File: config.mk
export PLATFORM = sky130hd
export DESIGN_NAME = mem_access_unit
export DESIGN_NICKNAME = d
export VERILOG_FILES = /design/src/rtl/mem_access_unit.sv
export SDC_FILE = /design/constraint.sdc
export NUM_CORES = 1
export LEC_CHECK = 0
export BUFFER_PORTS_ARGS = -buffer_cell sky130_fd_sc_hd__clkbuf_2
export CAP_MARGIN = 20
export CORE_MARGIN = 5
export CORE_UTILIZATION = 53
export CTS_CLUSTER_SIZE = 25
export DETAILED_ROUTE_END_ITERATION = 10
export PLACE_DENSITY = 0.82
export SLEW_MARGIN = 20
export SYNTH_ARGS = -nofsm -noshare
export SYNTH_HDL_FRONTEND = slang
export SYNTH_SLANG_ARGS = --single-unit
export TNS_END_PERCENT = 10
File: constraint.sdc
create_clock -name clk -period 3.1 [get_ports clk]
set_clock_uncertainty 0.1 [all_clocks]
set_input_delay 0.31 -clock clk [delete_from_list [all_inputs] [get_ports clk]]
set_output_delay 0.31 -clock clk [all_outputs]
set_load 0.02 [all_outputs]
File: src/rtl/mem_access_unit.sv
// mem_access_unit: MEM-stage data-memory access unit.
// Issues one request/ready bus transaction per load/store, generates byte
// enables and lane-replicated store data, extracts and extends load data, and
// stalls the pipeline until the access completes.
// Optional feature: define MEM_ADDR_CHECK_EN to flag misaligned half/word
// accesses on MEM_AddrErr and suppress their issue.
module mem_access_unit (
    input  logic        clk,
    input  logic        rst,
    input  logic        MEM_MemRead,
    input  logic        MEM_MemWrite,
    input  logic        MEM_MemByte,
    input  logic        MEM_MemHalf,
    input  logic        MEM_MemSignExt,
    input  logic [31:0] MEM_ALU_Result,
    input  logic [31:0] MEM_ReadData2,
    input  logic        MEM_Flush,
    input  logic        WB_Stall,
    input  logic        DataMem_Ready,
    input  logic [31:0] DataMem_ReadData,
    output logic        DataMem_Req,
    output logic        DataMem_Write,
    output logic [29:0] DataMem_Addr,
    output logic [31:0] DataMem_WriteData,
    output logic [3:0]  DataMem_ByteEn,
    output logic [31:0] MEM_ReadData,
    output logic        MEM_Stall,
    output logic        MEM_AddrErr
);

    typedef enum logic [1:0] {
        IDLE = 2'd0,
        WAIT = 2'd1,
        DONE = 2'd2
    } state_t;

    typedef enum logic [1:0] {
        SIZE_WORD = 2'd0,
        SIZE_HALF = 2'd1,
        SIZE_BYTE = 2'd2
    } accessSize_t;

    state_t      state;
    state_t      nextState;
    logic        addrErr;
    logic        access;
    logic        issue;
    logic        complete;

    accessSize_t issueSize;
    logic [3:0]  issueByteEn;
    logic [31:0] issueWriteData;

    // Transaction fields captured at issue; they drive the bus while waiting
    // and steer load extraction once the access is done.
    logic        writeQ;
    logic [29:0] addrQ;
    logic [1:0]  offsetQ;
    logic [3:0]  byteEnQ;
    logic [31:0] writeDataQ;
    accessSize_t sizeQ;
    logic        signExtQ;
    logic [31:0] rdata_q;

    logic [7:0]  laneByte;
    logic [15:0] laneHalf;
    logic [31:0] loadData;

    // Misaligned-access detection (only meaningful when a memory op is present)
`ifdef MEM_ADDR_CHECK_EN
    always_comb begin
        // NOTE: every signal written in a combinational block gets a default
        // first, so no path leaves it unassigned and no latch is inferred.
        addrErr = 1'b0;
        if (MEM_MemRead | MEM_MemWrite) begin
            if (!MEM_MemByte && MEM_MemHalf && MEM_ALU_Result[0]) begin
                addrErr = 1'b1;
            end else if (!MEM_MemByte && !MEM_MemHalf && (MEM_ALU_Result[1:0] != 2'b00)) begin
                addrErr = 1'b1;
            end
        end
    end
`else
    assign addrErr = 1'b0;
`endif

    assign MEM_AddrErr = addrErr;
    assign access      = (MEM_MemRead | MEM_MemWrite) & ~MEM_Flush & ~addrErr;
    assign issue       = (state == IDLE) & access;
    assign complete    = (issue | (state == WAIT)) & DataMem_Ready;

    // Decode access size; byte wins when both byte and half are set
    always_comb begin
        issueSize = SIZE_WORD;
        if (MEM_MemByte) begin
            issueSize = SIZE_BYTE;
        end else if (MEM_MemHalf) begin
            issueSize = SIZE_HALF;
        end
    end

    // Byte enables and lane-replicated store data for the instruction being issued
    always_comb begin
        issueByteEn    = 4'b1111;
        issueWriteData = MEM_ReadData2;
        case (issueSize)
            SIZE_BYTE: begin
                issueByteEn    = 4'b0001 << MEM_ALU_Result[1:0];
                issueWriteData = {4{MEM_ReadData2[7:0]}};
            end
            SIZE_HALF: begin
                issueByteEn    = MEM_ALU_Result[1] ? 4'b1100 : 4'b0011;
                issueWriteData = {2{MEM_ReadData2[15:0]}};
            end
            default: begin
                issueByteEn    = 4'b1111;
                issueWriteData = MEM_ReadData2;
            end
        endcase
    end

    // State register
    always_ff @(posedge clk) begin
        // NOTE: sequential state uses non-blocking assignments so every flop
        // samples pre-edge values regardless of statement order.
        if (rst) begin
            state <= IDLE;
        end else begin
            state <= nextState;
        end
    end

    // Next-state logic: issue from IDLE, wait for Ready, hold DONE under WB_Stall
    always_comb begin
        nextState = state;
        case (state)
            IDLE: begin
                if (access) begin
                    nextState = DataMem_Ready ? DONE : WAIT;
                end
            end
            WAIT: begin
                if (DataMem_Ready) begin
                    nextState = DONE;
                end
            end
            DONE: begin
                if (!WB_Stall) begin
                    nextState = IDLE;
                end
            end
            default: nextState = IDLE;
        endcase
    end

    // Capture transaction fields at issue and the bus read word on completion
    always_ff @(posedge clk) begin
        // NOTE: the read-data holding register is reset along with the control
        // flops, so MEM_ReadData is a known value straight out of reset.
        if (rst) begin
            writeQ     <= 1'b0;
            addrQ      <= '0;
            offsetQ    <= '0;
            byteEnQ    <= '0;
            writeDataQ <= '0;
            sizeQ      <= SIZE_WORD;
            signExtQ   <= 1'b0;
            rdata_q    <= '0;
        end else begin
            if (issue) begin
                writeQ     <= MEM_MemWrite;
                addrQ      <= MEM_ALU_Result[31:2];
                offsetQ    <= MEM_ALU_Result[1:0];
                byteEnQ    <= issueByteEn;
                writeDataQ <= issueWriteData;
                sizeQ      <= issueSize;
                signExtQ   <= MEM_MemSignExt;
            end
            if (complete) begin
                rdata_q <= DataMem_ReadData;
            end
        end
    end

    // Load extraction from the held read word using the issue-time size/offset
    always_comb begin
        laneByte = rdata_q[7:0];
        case (offsetQ)
            2'd1:    laneByte = rdata_q[15:8];
            2'd2:    laneByte = rdata_q[23:16];
            2'd3:    laneByte = rdata_q[31:24];
            default: laneByte = rdata_q[7:0];
        endcase
        laneHalf = offsetQ[1] ? rdata_q[31:16] : rdata_q[15:0];
        case (sizeQ)
            SIZE_BYTE: loadData = {{24{signExtQ & laneByte[7]}}, laneByte};
            SIZE_HALF: loadData = {{16{signExtQ & laneHalf[15]}}, laneHalf};
            default:   loadData = rdata_q;
        endcase
    end

    // Output decode: live fields at issue, captured fields while waiting,
    // load result only in DONE
    always_comb begin
        DataMem_Req       = 1'b0;
        DataMem_Write     = 1'b0;
        DataMem_Addr      = '0;
        DataMem_WriteData = '0;
        DataMem_ByteEn    = '0;
        MEM_ReadData      = '0;
        MEM_Stall         = 1'b0;
        case (state)
            IDLE: begin
                if (access) begin
                    DataMem_Req       = 1'b1;
                    DataMem_Write     = MEM_MemWrite;
                    DataMem_Addr      = MEM_ALU_Result[31:2];
                    DataMem_WriteData = issueWriteData;
                    DataMem_ByteEn    = issueByteEn;
                    MEM_Stall         = 1'b1;
                end
            end
            WAIT: begin
                DataMem_Req       = 1'b1;
                DataMem_Write     = writeQ;
                DataMem_Addr      = addrQ;
                DataMem_WriteData = writeDataQ;
                DataMem_ByteEn    = byteEnQ;
                MEM_Stall         = 1'b1;
            end
            DONE: begin
                MEM_ReadData = loadData;
            end
            default: begin
                DataMem_Req = 1'b0;
            end
        endcase
    end

endmodule

# Word-level counts from Yosys, hierarchy flattened
# Index checks and enable logic that the tools add are counted.
# Widths: inputs -> output; s select.
# classes
reduce_logical	2
div	0
magnitude_cmp	0
n_shift	1
add_sub_neg	0
mux	24
n_eq_ne	12
bitwise	8
n_mul	0
# ops
cell	count
$pmux 32 s2	3
$mux 32	2
$pmux 30 s2	1
$mux 30	1
$pmux 8 s3	1
$mux 16	1
$pmux 4 s2	2
$eq 2x2->1 const B	5
$mux 2	5
$eq 2x1->1 const B	4
$mux 4	2
$ne 2x2->1 const B	3
$pmux 2 s3	1
$and 1x1->1	5
$pmux 1 s2	2
$shl 1x2->4 const A	1
$mux 1	3
$reduce_and 3->1	1
$logic_not 2->1	1
$or 1x1->1	2
$not 1->1	1
# word_totals
latch_bits	0
mem_bits_rw	0
input_bits	106
n_memories	0
reg_bits	106
output_inout_bits	102
mem_bits_ro	0
elab_cells	56

# Depth between registers and ports, before layout
# depth
depth_word	6
mapped_depth	8
mapped_depth_nobuf	6

# Worst setup path before layout
# No wires, ideal clock.
# synth_path
kind	reg-to-output
startpoint	register sizeQ[0]
endpoint	output MEM_ReadData[13]
path_slack_ns	0.985
n_path_buf	2
path_stages_with_launch	8
t_arrival_ns	1.705
path_cell_list	dfxtp_1 inv_1 ha_1 buf_2 inv_1 clkbuf_1 o21ai_0 a21oi_1
# synth_between
elab_chain_cells	3
# synth_lines
item	line_no	rtl
from (decl)	61	accessSize_t sizeQ;
from (signal assigned)	176	sizeQ <= issueSize;
$eq 2x1->1 / $eq 2x2->1 (equally long branches)	195	case (sizeQ)
$pmux 32 s2 *	195	
$mux 32 *	212	case (state)
to (decl)	26	output logic [31:0] MEM_ReadData,
# Mark *: on every way between the ends. The rest lies on a longest branch, timed or not.

# Final worst setup path
# layout_path
startpoint	register sizeQ[0]
endpoint	output MEM_ReadData[26]
# Same word-level chain as after synthesis.

==> qor.csv <==
stage;metric;value;unit
grt;grt_pass1_wl;24600;µm
outcome;status;finished, final reports clean;
critical_path;endpoint_kind;primary output;
power_and_ir_drop;combPwrFrac;22.0;%
placed_design;post-dp-hpwl;11100;µm
die;die_x;112;µm
power_and_ir_drop;clkPwrFrac;27.9;%
route;vias;5772;
synthesis;synth_ff_type;dfxtp_1;
critical_path;worst-setup-path-type;reg2out;
cts;clock_path_buffers;2;
route;avgViaCountPerCell;5.32;
placed_design;globalplace.congestion;0.859;
die;die_area;0.0125;mm²
worst_hold_path;hold_path_class;in2reg;
critical_path;r2r-start;state[0];
timing;clock.fmax;352;MHz
placed_design;dp_cells;1067;
synthesis;syn_area;0.00549;mm²
worst_hold_path;worstHoldStart;DataMem_ReadData[20];
synthesis;synth_edf_count;0;
die;rows;37;
power_and_ir_drop;p_switching;999;µW
cts;clk_pin_slew;0.10;ns
power_and_ir_drop;p_seq_share;50.1;%
timing;hold_slack;0.0551;ns
cts;clock-sinks;106;
cts;h-tree-depth;3;
synthesis;async_flop_share;0;%
synthesis;synth.avg_cell_area;7.04;µm²
cts;cts_tree;done;
finish;num_antenna_cells;0;
grt;grt_pass1_vias;5216;
critical_path;startpoint_type;flip-flop;
critical_path;critPathArrivalTime;2.43;ns
timing;fin_ws;0.256;ns
grt;antenna_found_initial;0;
synthesis;ys_ff_latch;106;
grt;grt_max_degree;107;
synthesis;synth_cells;780;
finish;nNetsFinal;1051;
timing;drv_slew;0;
power_and_ir_drop;p_leak;3.14;nW
synthesis;syn_nets;888;
power_and_ir_drop;powerDensity;449;mW/mm²
die;start_util;53.7;%
route;routed_wl;15500;µm
synthesis;yosysSeqAreaShare;38.7;%
power_and_ir_drop;switching_share;33.4;%
timing;finalSetupTns;0;ns
route;wire_per_inst;14.3;µm
finish;layout.cells.non_filler;1084;
timing;slew_headroom;46.4;%
timing;worstMarginPinSlew;0.804;ns
cts;numCtsBuffers;9;
timing;min_period;2.84;ns
synthesis;yosys-top-cells-area;dfxtp_1 (39%), nand2_1 (23%), a21oi_1 (12%);
placed_design;io_buffers;206;
critical_path;cp.required;2.69;ns
timing;hold_violations;0;
route;drc_errors;0;
route;ant_nets;0;
synthesis;netlist.area_leader.share;38.7;%
cts;postCtsSetupRepairBufs;0;
timing;post-route-period-util;91.8;%
power_and_ir_drop;intPower;2.00;mW
finish;drive_above_1_share;28.0;%
grt;grt_usage;23.5;%
cts;cts_root_buf;clkbuf_8;
critical_path;cp-startpoint;sizeQ[0];
power_and_ir_drop;vdd_drop_max;0.345;mV
timing;setup_viol;0;
die;core;0.0102;mm²
die;die_h;112;µm
synthesis;yosysUniqueCellTypes;40;
synthesis;ys.warnings.count;0;
critical_path;worstPathMaxFanout;24;
job;drv_cap;0;
synthesis;synth_top_cell_by_area;dfxtp_1;
route;dr.pass1.iters;5;
finish;syn_to_final_growth;21.7;%
cts;clock_latency;0.36;ns
timing;rsz0062_at_grt;false;
grt;grt.overflow.total;0;
route;drtIter0Drc;408;
die;pin_count;208;
placed_design;place_ws;0.598;ns
-- per-stage QoR --
stage,utilization (%),cell area [µm²],power [mW]
finish,65.3,6680,3.00
global route,65.3,6680,3.14
CTS,65.2,6670,3.02
detailed placement,63.2,6470,2.19
global placement,63.2,6470,2.18
floorplan,-,5490,1.97
-- path summary, 6_finish.rpt --
kind / slack [ns] / to / cells after the start
hold / removal: 0.06 / rdata_q[20] / 3
setup reg to reg: 1.26 / byteEnQ[1] / 5
hold reg to reg: 0.36 / addrQ[28] / 2
setup / recovery: 0.26 / MEM_ReadData[26] / 6
-- logic make-up after synthesis --
family,synth area share [%]
simple gates,26.6
fa+ha+maj,0.456
buf+inv,6.27
compound gates,20.4
other cells,0.0683
flops,38.7
mux,7.64
-- worst max-delay path, stage by stage, from the launching register on --
cell	delay (ns)
dfxtp_1	0.37
inv_1	0.06
ha_1	0.53
clkinvlp_4	0.46
o2111ai_4	0.36
nand2_1	0.12
clkbuf_2	0.18
-- synthesized netlist by cell type, types with 2 or more instances --
library cell,instances
a211oi_1,5
a211oi_2,4
a21oi_1,130
a21oi_2,2
buf_2,19
buf_4,10
buf_6,2
clkbuf_1,32
dfxtp_1,106
ha_1,2
inv_1,3
mux2_2,15
mux2i_1,25
nand2_1,332
nand2_2,2
nand2b_1,3
nand3_1,9
nor2_1,13
nor2b_1,5
o211a_1,7
o211ai_1,9
o21a_1,2
o21ai_0,26
-- what timing repair did --
| action | 4_1_cts | 5_1_grt |
|---|---|---|
| resized for setup | 0 | 1 |
| hold buffers | 1 | 0 |
| endpoints found under the setup margin | 0 | 1 |
| endpoints found under the hold margin | 1 | 0 |
-- power by group through the flow --
stage               Combinational (mW)  Clock (mW)  Sequential [mW]
finish                           0.659       0.835             1.50
global route                     0.725       0.905             1.51
CTS                              0.660       0.861             1.50
detailed placement               0.657           0             1.53
global placement                 0.650           0             1.53
floorplan                        0.458           0             1.51
-- routing by layer --
metal / vias to the layer above / track usage, % / part of all wire, %
met5: - / 0 / 0
met4: 0 / 7.38 / 2.5
met3: 32 / 6.20 / 8.6
met2: 235 / 38.4 / 46
met1: 2604 / 30.4 / 43
li1: 2901 / - / -
-- final cells by class --
| cell class | instances | area [µm²] |
|---|---|---|
| clock buffers | 9 | 124 |
| fillers | 979 | 3550 |
| well taps | 136 | 170 |
| inverters | 3 | 15.0 |
| clock inverters | 7 | 71.3 |
| multi-input cells | 606 | 3040 |
| flip-flops and latches | 106 | 2120 |
| repair buffers | 217 | 1130 |
-- state kept, by name (all words and copies together) (netlist names) --
name	flops
signExtQ	1
rdata_q	32
sizeQ	2
offsetQ	2
writeDataQ	32
byteEnQ	4
state	2
writeQ	1
addrQ	30
-- placed cells by master (no fill, tap or decap), types with 2 or more instances in the layout --
cell type and count:
clkbuf_8 9, nand2_2 2, inv_8 2, dfxtp_1 106, nor2b_1 4, inv_6 2, ha_1 2, mux2_2 15
o211a_1 7, a21oi_1 130, nand2b_1 3, mux2i_1 25, nand3_1 9, buf_4 9, o211ai_1 9, a211oi_2 4
a21oi_2 2, a211oi_1 5, inv_1 2, o21ai_0 26, nor2_1 13, clkbuf_2 205, nand2_1 332, clkinvlp_4 3
Power figures use the tool's default switching activity.
